**src/rtl/fir_ctrl_pkg.sv**
```systemverilog
// -----------------------------------------------------------------------------
// fir_ctrl_pkg
// Shared types and constants for the FIR stream controller.
//   ctrl_state_t : controller FSM states (IDLE, CLR, LOAD, RUN, FLUSH)
//   DW_DEF       : default sample/coefficient width
//   RW_DEF       : default result width
//   res_w()      : result width for a given sample width
// -----------------------------------------------------------------------------
package fir_ctrl_pkg;

  localparam int DW_DEF = 16;
  localparam int RW_DEF = 2 * DW_DEF;

  typedef enum logic [2:0] {
    ST_IDLE  = 3'd0,
    ST_CLR   = 3'd1,
    ST_LOAD  = 3'd2,
    ST_RUN   = 3'd3,
    ST_FLUSH = 3'd4
  } ctrl_state_t;

  // Full-precision product width of two dw-bit signed operands.
  function automatic int res_w(input int dw);
    return 2 * dw;
  endfunction

endpackage

```
**src/rtl/fir_stream_ctrl_if.sv**
```systemverilog
// -----------------------------------------------------------------------------
// fir_stream_ctrl_if
// Stream-side signals of the FIR controller: coefficient config port, sample
// input port, result output port, plus flush/cfg_go requests and busy status.
//
// Handshake rule for every valid/ready pair (cfg, s, m): a word transfers on a
// rising clk edge where valid && ready are both high. The producer holds valid
// and its data stable until the transfer; ready may depend on valid-independent
// state and on the consumer's own inputs, never on valid of the same pair.
//
// Modports:
//   slave  : the controller (consumes cfg/s, produces m)
//   master : the surrounding source/sink
// -----------------------------------------------------------------------------
interface fir_stream_ctrl_if
  import fir_ctrl_pkg::*;
#(
  parameter int DW = DW_DEF
);

  logic              cfg_go;
  logic              cfg_valid;
  logic              cfg_ready;
  logic [DW-1:0]     cfg_coeff;
  logic              s_valid;
  logic              s_ready;
  logic [DW-1:0]     s_data;
  logic              flush;
  logic              m_valid;
  logic              m_ready;
  logic [2*DW-1:0]   m_data;
  logic              busy;

  modport slave (
    input  cfg_go, cfg_valid, cfg_coeff, s_valid, s_data, flush, m_ready,
    output cfg_ready, s_ready, m_valid, m_data, busy
  );

  modport master (
    output cfg_go, cfg_valid, cfg_coeff, s_valid, s_data, flush, m_ready,
    input  cfg_ready, s_ready, m_valid, m_data, busy
  );

endinterface

```
**src/rtl/fir_token_pipe.sv**
```systemverilog
// -----------------------------------------------------------------------------
// fir_token_pipe
// Tracks which FIR advance pulses carried a real sample. A token enters at the
// head on every enable (tok_in=1 for a real sample, 0 for a flush pulse) and
// leaves the tail on the LATENCY-th enable counting its own; at that moment the
// FIR output holds the result of that sample.
//
// Ports:
//   clk, rst  : clock, synchronous active-high reset
//   en        : FIR advance strobe (fir_start)
//   tok_in    : 1 when the advancing word is a real sample
//   take      : the controller has captured a result that left the tail
//   tail_out  : this enable shifts a token out of the tail (combinational)
//   pipe_any  : at least one token still waiting inside the stages
//   count     : tokens inserted and not yet taken (never exceeds LATENCY)
//
// Only LATENCY-1 stages are stored: the token's own pulse is the first of the
// LATENCY pulses, and the slot after the tail is the controller's
// result-pending flag, so count spans LATENCY slots in total.
// LATENCY must be at least 2.
// -----------------------------------------------------------------------------
module fir_token_pipe
  import fir_ctrl_pkg::*;
#(
  parameter int LATENCY = 4,
  parameter int CW      = $clog2(LATENCY + 1)
) (
  input  logic          clk,
  input  logic          rst,
  input  logic          en,
  input  logic          tok_in,
  input  logic          take,
  output logic          tail_out,
  output logic          pipe_any,
  output logic [CW-1:0] count
);

  localparam int D = LATENCY - 1;

  logic [D-1:0] stage;

  assign tail_out = en && stage[D-1];
  assign pipe_any = |stage;

  always_ff @(posedge clk) begin
    if (rst) begin
      stage <= '0;
      count <= '0;
    end else begin
      if (en) begin
        stage[0] <= tok_in;
        for (int i = 1; i < D; i++) begin
          stage[i] <= stage[i-1];
        end
      end
      count <= count + CW'(en && tok_in) - CW'(take);
    end
  end

endmodule

```
**src/rtl/fir_stream_ctrl.sv**
```systemverilog
// -----------------------------------------------------------------------------
// fir_stream_ctrl
// Sequencer for the symmetric pipelined FIR datapath. Loads NTAPS coefficients
// through the cfg port, then advances the filter once per accepted sample and
// returns each sample's result, in order, on the m port. It is the only driver
// of the FIR control pins.
//
// Ports:
//   clk, rst        : clock, synchronous active-high reset
//   bus (slave)     : cfg_go, cfg_valid/cfg_ready/cfg_coeff, s_valid/s_ready/
//                     s_data, flush, m_valid/m_ready/m_data, busy
//   fir_rst         : one-cycle clear pulse to the FIR (index and taps)
//   fir_load_coeff  : FIR coefficient write strobe
//   fir_coeff       : FIR coefficient data
//   fir_start       : FIR advance strobe
//   fir_x           : FIR sample data
//   fir_y           : FIR result
//   dbg_state       : current FSM state
// -----------------------------------------------------------------------------
module fir_stream_ctrl
  import fir_ctrl_pkg::*;
#(
  parameter int NTAPS   = 100,
  parameter int LATENCY = 4,
  parameter int DW      = DW_DEF
) (
  input  logic                  clk,
  input  logic                  rst,
  fir_stream_ctrl_if.slave      bus,
  output logic                  fir_rst,
  output logic                  fir_load_coeff,
  output logic [DW-1:0]         fir_coeff,
  output logic                  fir_start,
  output logic [DW-1:0]         fir_x,
  input  logic [res_w(DW)-1:0]  fir_y,
  output ctrl_state_t           dbg_state
);

  localparam int RW = res_w(DW);
  localparam int CW = $clog2(LATENCY + 1);
  localparam int LW = (NTAPS > 1) ? $clog2(NTAPS) : 1;
  localparam logic [LW-1:0] LD_LAST = LW'(NTAPS - 1);

  ctrl_state_t   state;
  logic          loaded;
  logic [LW-1:0] ld_cnt;
  logic          hold_full;
  logic [RW-1:0] hold_data;
  // fir_y holds a result that has left the token tail but is not yet captured.
  // fir_y only changes on fir_start, so the result waits safely there.
  logic          res_pend;

  logic          tail_out;
  logic          pipe_any;
  logic [CW-1:0] tok_cnt;

  logic          run_like;
  logic          hold_accept;
  logic          cfg_hs;
  logic          s_rdy;
  logic          s_hs;
  logic          flush_start;
  logic          capture;

  // ---------------------------------------------------------------------------
  // Handshake / strobe decode
  // ---------------------------------------------------------------------------
  // After the first load, IDLE streams exactly like RUN.
  assign run_like    = (state == ST_RUN) || ((state == ST_IDLE) && loaded);
  // The hold register can take a new result this cycle (empty or being popped).
  assign hold_accept = !hold_full || bus.m_ready;
  assign cfg_hs      = bus.cfg_valid && (state == ST_LOAD);
  // In IDLE a cfg_go wins over streaming so no token slips in ahead of CLR.
  assign s_rdy       = run_like && hold_accept && !((state == ST_IDLE) && bus.cfg_go);
  assign s_hs        = bus.s_valid && s_rdy;
  // Zero pulses only while real tokens still sit in the stages.
  assign flush_start = (state == ST_FLUSH) && pipe_any && hold_accept;
  assign capture     = res_pend && hold_accept;

  assign fir_start      = s_hs || flush_start;
  assign fir_x          = s_hs ? bus.s_data : '0;
  assign fir_load_coeff = cfg_hs;
  assign fir_coeff      = cfg_hs ? bus.cfg_coeff : '0;
  assign fir_rst        = (state == ST_CLR);

  assign bus.cfg_ready = (state == ST_LOAD);
  assign bus.s_ready   = s_rdy;
  assign bus.m_valid   = hold_full;
  assign bus.m_data    = hold_data;
  assign bus.busy      = !(((state == ST_IDLE) || (state == ST_RUN)) && (tok_cnt == '0));

  assign dbg_state = state;

  // ---------------------------------------------------------------------------
  // Token tracking
  // ---------------------------------------------------------------------------
  fir_token_pipe #(
    .LATENCY (LATENCY),
    .CW      (CW)
  ) u_token_pipe (
    .clk      (clk),
    .rst      (rst),
    .en       (fir_start),
    .tok_in   (s_hs),
    .take     (capture),
    .tail_out (tail_out),
    .pipe_any (pipe_any),
    .count    (tok_cnt)
  );

  // ---------------------------------------------------------------------------
  // FSM, load counter and result hold register
  // ---------------------------------------------------------------------------
  always_ff @(posedge clk) begin
    if (rst) begin
      state     <= ST_IDLE;
      loaded    <= 1'b0;
      ld_cnt    <= '0;
      hold_full <= 1'b0;
      hold_data <= '0;
      res_pend  <= 1'b0;
    end else begin
      // Capture and pop may coincide; the new result then replaces the old.
      if (capture) begin
        hold_data <= fir_y;
        hold_full <= 1'b1;
      end else if (hold_full && bus.m_ready) begin
        hold_full <= 1'b0;
      end

      // A tail exit only happens on fir_start, which already required
      // hold_accept, so a pending result is always captured at that same edge.
      res_pend <= tail_out || (res_pend && !capture);

      case (state)
        ST_IDLE: begin
          if (bus.cfg_go && (tok_cnt == '0)) begin
            state <= ST_CLR;
          end else if (loaded && bus.flush && (tok_cnt != '0)) begin
            state <= ST_FLUSH;
          end
        end
        ST_CLR: begin
          ld_cnt <= '0;
          loaded <= 1'b0;
          state  <= ST_LOAD;
        end
        ST_LOAD: begin
          if (cfg_hs) begin
            ld_cnt <= ld_cnt + 1'b1;
            if (ld_cnt == LD_LAST) begin
              loaded <= 1'b1;
              state  <= ST_RUN;
            end
          end
        end
        ST_RUN: begin
          // cfg_go with tokens in flight is dropped, not remembered.
          if (bus.cfg_go && (tok_cnt == '0)) begin
            state <= ST_IDLE;
          end else if (bus.flush && (tok_cnt != '0)) begin
            state <= ST_FLUSH;
          end
        end
        ST_FLUSH: begin
          if ((tok_cnt == '0) && !hold_full) begin
            state <= ST_RUN;
          end
        end
        default: state <= ST_IDLE;
      endcase
    end
  end

endmodule

```
**src/flat_wrapper.sv**
```systemverilog
// flat-port wrapper written by rule: the top's interface ports become plain ports
module fir_stream_ctrl_flat import fir_ctrl_pkg::*;
#(
  parameter int NTAPS   = 100,
  parameter int LATENCY = 4,
  parameter int DW      = DW_DEF
)
  (clk, rst, fir_rst, fir_load_coeff, fir_coeff, fir_start, fir_x, fir_y, dbg_state, bus_cfg_go, bus_cfg_valid, bus_cfg_coeff, bus_s_valid, bus_s_data, bus_flush, bus_m_ready, bus_cfg_ready, bus_s_ready, bus_m_valid, bus_m_data, bus_busy);
  fir_stream_ctrl_if #(.DW(DW)) bus_i ();
  input  logic clk;
  input  logic rst;
  output logic fir_rst;
  output logic fir_load_coeff;
  output logic [DW-1:0] fir_coeff;
  output logic fir_start;
  output logic [DW-1:0] fir_x;
  input  logic [res_w(DW)-1:0] fir_y;
  output ctrl_state_t dbg_state;
  input wire logic [$bits(bus_i.cfg_go)-1:0] bus_cfg_go;
  input wire logic [$bits(bus_i.cfg_valid)-1:0] bus_cfg_valid;
  input wire logic [$bits(bus_i.cfg_coeff)-1:0] bus_cfg_coeff;
  input wire logic [$bits(bus_i.s_valid)-1:0] bus_s_valid;
  input wire logic [$bits(bus_i.s_data)-1:0] bus_s_data;
  input wire logic [$bits(bus_i.flush)-1:0] bus_flush;
  input wire logic [$bits(bus_i.m_ready)-1:0] bus_m_ready;
  output wire logic [$bits(bus_i.cfg_ready)-1:0] bus_cfg_ready;
  output wire logic [$bits(bus_i.s_ready)-1:0] bus_s_ready;
  output wire logic [$bits(bus_i.m_valid)-1:0] bus_m_valid;
  output wire logic [$bits(bus_i.m_data)-1:0] bus_m_data;
  output wire logic [$bits(bus_i.busy)-1:0] bus_busy;
  assign bus_i.cfg_go = bus_cfg_go;
  assign bus_i.cfg_valid = bus_cfg_valid;
  assign bus_i.cfg_coeff = bus_cfg_coeff;
  assign bus_i.s_valid = bus_s_valid;
  assign bus_i.s_data = bus_s_data;
  assign bus_i.flush = bus_flush;
  assign bus_i.m_ready = bus_m_ready;
  assign bus_cfg_ready = bus_i.cfg_ready;
  assign bus_s_ready = bus_i.s_ready;
  assign bus_m_valid = bus_i.m_valid;
  assign bus_m_data = bus_i.m_data;
  assign bus_busy = bus_i.busy;
  fir_stream_ctrl #(.NTAPS(NTAPS), .LATENCY(LATENCY), .DW(DW)) u_core (.clk(clk), .rst(rst), .bus(bus_i), .fir_rst(fir_rst), .fir_load_coeff(fir_load_coeff), .fir_coeff(fir_coeff), .fir_start(fir_start), .fir_x(fir_x), .fir_y(fir_y), .dbg_state(dbg_state));
endmodule
```
**config.mk**
```make
export PLATFORM = sky130hd
export DESIGN_NAME = fir_stream_ctrl_flat
export DESIGN_NICKNAME = d
export VERILOG_FILES = /design/src/rtl/fir_ctrl_pkg.sv /design/src/rtl/fir_stream_ctrl_if.sv /design/src/rtl/fir_token_pipe.sv /design/src/rtl/fir_stream_ctrl.sv /design/src/flat_wrapper.sv
export SDC_FILE = /design/constraint.sdc
export NUM_CORES = 1
export LEC_CHECK = 0
export CAP_MARGIN = 30
export CORE_MARGIN = 1
export CORE_UTILIZATION = 33
export DETAILED_ROUTE_END_ITERATION = 8
export GPL_TIMING_DRIVEN = 1
export PLACE_DENSITY = 0.72
export SLEW_MARGIN = 20
export SYNTH_ARGS = -nofsm -noshare
export SYNTH_HDL_FRONTEND = slang
export SYNTH_SLANG_ARGS = --single-unit
```
**constraint.sdc**
```tcl
create_clock -name clk -period 2.8 [get_ports clk]
set_input_delay 0.56 -clock clk [delete_from_list [all_inputs] [get_ports clk]]
set_output_delay 0.56 -clock clk [all_outputs]
set_load 0.02 [all_outputs]
```
==> summary.md <==
| Metric | Value |
|---|---|
| Distinct cells, synth | 36 |
| Overall Power | 1.38 mW |
| Worst-path cell with the longest stage delay | or4b_4 |
| Largest net degree at the start of global routing | 33 |
| Crit path depth | 7 |
| Worst Hold Class | reg2reg |
| Drt total wl | 6740 um |
| Detailed Routing Iterations Pass 1 | 4 |
| Die area | about 7400 um2 |
| Fin crit share | 0.980 |
| Place WS | -0.632 ns |
| Pint | about 1.0 mW |
| Fmax achieved | 364 MHz |
| CP bufs+invs | 4 |
| CTS tree | done |
| Final hold viol count | 0 |
| Final Cell Area | 4030 um2 |
| Top delay family on crit path | simple AND/OR/NAND/NOR gates |
| Hold_ws | 0.458 ns |
| Status | completed |
| Vias | 2415 |
| Crit Path Class | in2out |
| Yosys Warn Count | 0 |
| I/O pin count | 145 |
| Row count | 30 |
| Crit path DAT | 2.18 ns |
| Post-Syn Area | 2320 um2 |
| Critical-path cell list | buf_6 > or4b_4 > a2111oi_4 > buf_4 > buf_4 > and2_1 > buf_2 |
| Clk pin slew, worst setup/hold paths | 0.09 ns |
| Vias per Instance | 4.50 |
| Starting Density | 0.342 |
| P_sw | 334 uW |
| Lkg Pwr | 1.74 nW |
| Net count, final | 515 |
| PnR worst setup slack | 0.0557 ns |
| HPWL Detailed | 5040 um |
| Total CTS buffers | 5 |
| Critical Path End Type | output pin |
| Most common cell after layout, fill and taps aside | clkdlybuf4s50_1 |
| Maximum VDD drop | approximately 0.26 mV |
| DIE HEIGHT | 85.9 um |
| Port Buf Inserts | about 140 |
| Hold-critical path depth | 2 |
| CTS root buf | clkbuf_8 |
| Min Clock Period, post-route | 2.74 ns |
| CTS max path bufs | 2 |
| Power per cell area | 343 nW/um2 |
| Crit start category | input port |
| Die width | 85.9 um |
| First DRT Iteration DRCs | 84 |
| Synth Net Count | 365 |
| Syn Inst Count | 290 |
| Hold Path Sink | u_core.bus.m_data[5] |
| Fin. max-slew vios | 0 |
| Clock power share | 0.307 |
| R2R Path End | u_core.u_token_pipe.count[2] |
| Ratio of cells with drive above 1 in the final layout | 0.127 |
| H-tree depth | 2 |
| Vias in the first global route | 2302 |
| Hold Buf Count CTS | 0 |
| Worst slew pin tran | 0.554 ns |
| R2R Setup Slk | 0.13 ns |
| Final setup viols | 0 |
| Syn_area_per_cell | 8.02 um2 |
| Gate power share | 0.163 |
| RSZ-0062 raised after global routing | no |
| Global-route wire length before repair | 11000 um |
| Register area share after synthesis | 0.439 |
| Skew final | approximately 0.0064 ns |
| Most used cell, CP | buf_4 |
| Clk Latency, worst-skew pair | between 0.2 and 0.3 ns |
| Reg2reg path depth | 11 |
| Rel. slew slack | 0.631 |
| Hold path startpoint | u_core.bus.m_data[5] |
| Seq pwr share | 0.530 |
| Area growth from synthesis to layout | 73.3% |
| Most frequent cells in the layout | clkdlybuf4s50_1 (109), nand2_1 (71), dfxtp_1 (49), a21oi_1 (39), and2_1 (32) |
| Max-cap violations | 0 |
| # DRC | 0 |
| # diodes | 0 |
| Worst EP required | ~2.2 ns |
| Max incr delay on CP | between 0.5 and 0.6 ns |
| Crit Path Max Fanout | 8 |
| Switching share of power | 0.242 |
| Placed standard-cell area | 3950 um2 |
| Sink Count | 51 |
| Global Route Usage Sum | 0.184 |
| Average wire per standard cell | between 10 and 15 um |
| Antenna viol nets, final | 0 |
| #FFs+latches synth | 51 |
| Overflow after GRT | 0 |
| Initial antenna violation count | 0 |
| Core area | 6790 um2 |
| Reg2reg start | u_core.dbg_state[0] |
| GP Congestion | 0.809 |
==> per-layer routing <==
metal,up-vias,track usage,part of all wire
li1,1245,-,-
met1,1110,0.232,0.44
met2,56,0.310,0.50
met3,4,0.0491,0.052
met4,0,0.0530,0.0085
met5,-,0,0
==> power groups by stage <==
stage	combinational (mW)	clock (mW)	sequential (mW)
global route	0.239	0.469	0.733
finish	0.224	0.424	0.732
global placement	0.225	0	0.750
CTS	0.227	0.446	0.732
detailed placement	0.226	0	0.749
floorplan	0.0743	0	0.753
==> cells by family (layout without fill, tap and decap cells) <==
| logic type | Yosys count | count (layout) | share of synthesized area |
|---|---|---|---|
| AO/OA/AOI/OAI | 52 | 52 | 0.134 |
| XOR/XNOR | 8 | 8 | 0.0301 |
| multiplexers | 4 | 4 | 0.0172 |
| AND/OR/NAND/NOR | 144 | 144 | 0.307 |
| buffers and inverters | 27 | 178 | 0.0474 |
| adder cells (fa/ha/maj) | 4 | 4 | 0.0248 |
| flip-flops | 51 | 51 | 0.439 |
==> worst min-delay path: cells and delay by family, from the launching register on <==
family	cells	cell delay, ns
DFF	1	0.32
AOI/OAI and AO/OA	1	0.05
and+or+nand+nor	1	0.05
==> state kept, by name, summed over array words and instances, names as in the netlist <==
name and flops:
u_core.bus.m_data 32, u_core.ld_cnt 7, u_core.dbg_state 3, u_core.u_token_pipe.count 3, u_core.u_token_pipe.stage 3, u_core.bus.m_valid 1, u_core.loaded 1, u_core.res_pend 1
==> cell type report <==
cell class,count,area (um2)
sequential,51,1020
tap,96,120
multi-input combinational,212,1230
fill,631,2770
inverter,9,36.3
clock buffer,6,72.6
clock inverter,2,16.3
timing repair buffer,161,1530
==> Yosys cell counts, drive strengths merged <==
library cell | count | area (um2)
o21ai | 1 | 5.00
inv | 9 | 33.8
nor3 | 3 | 15.0
and2 | 32 | 200
a2111oi | 2 | 36.3
o32a | 1 | 10.0
nor3b | 3 | 27.5
nand4 | 1 | 6.26
nand2 | 71 | 267
dfxtp | 51 | 1020
nor2 | 12 | 45.0
nand3 | 3 | 15.0
or2 | 1 | 6.26
or4b | 1 | 13.8
nand3b | 2 | 15.0
nand4b | 2 | 17.5
buf | 6 | 31.3
o32ai | 1 | 8.76
fa | 1 | 20.0
nor4b | 1 | 8.76
clkbuf | 12 | 45.0
a31oi | 3 | 18.8
a21oi | 39 | 195
nor2b | 4 | 27.5
or3 | 1 | 6.26
mux2i | 4 | 40.0
nand2b | 7 | 43.8
a211oi | 5 | 37.5
xnor2 | 8 | 70.1
ha | 3 | 37.5
==> worst max-delay path by stage <==
stage                              from                            to  slack [ns]
finish                       bus_cfg_go                     fir_x[10]        0.06
global route                 bus_cfg_go                     fir_x[11]       0.004
CTS                 u_core.dbg_state[0]                  fir_coeff[8]       0.002
detailed placement           bus_cfg_go                      fir_x[1]       -0.63
global placement             bus_cfg_go                      fir_x[0]       -0.58
floorplan                    bus_cfg_go  u_core.u_token_pipe.count[2]       -0.19
==> through the flow <==
stage	instances	setup TNS [ns]	utilization
floorplan	290	-0.272	-
global placement	526	-10.83	0.581
finish	537	0	0.593
CTS	536	0	0.596
detailed placement	526	-11.59	0.581
global route	537	0	0.593
==> repair_timing <==
item	4_1_cts	5_1_grt
setup buffers	1	1
cloned	1	0
gates resized for setup	66	27
pin swaps	6	6
setup endpoints to repair	21	28
No activity file was read; power rests on OpenSTA's default activity.
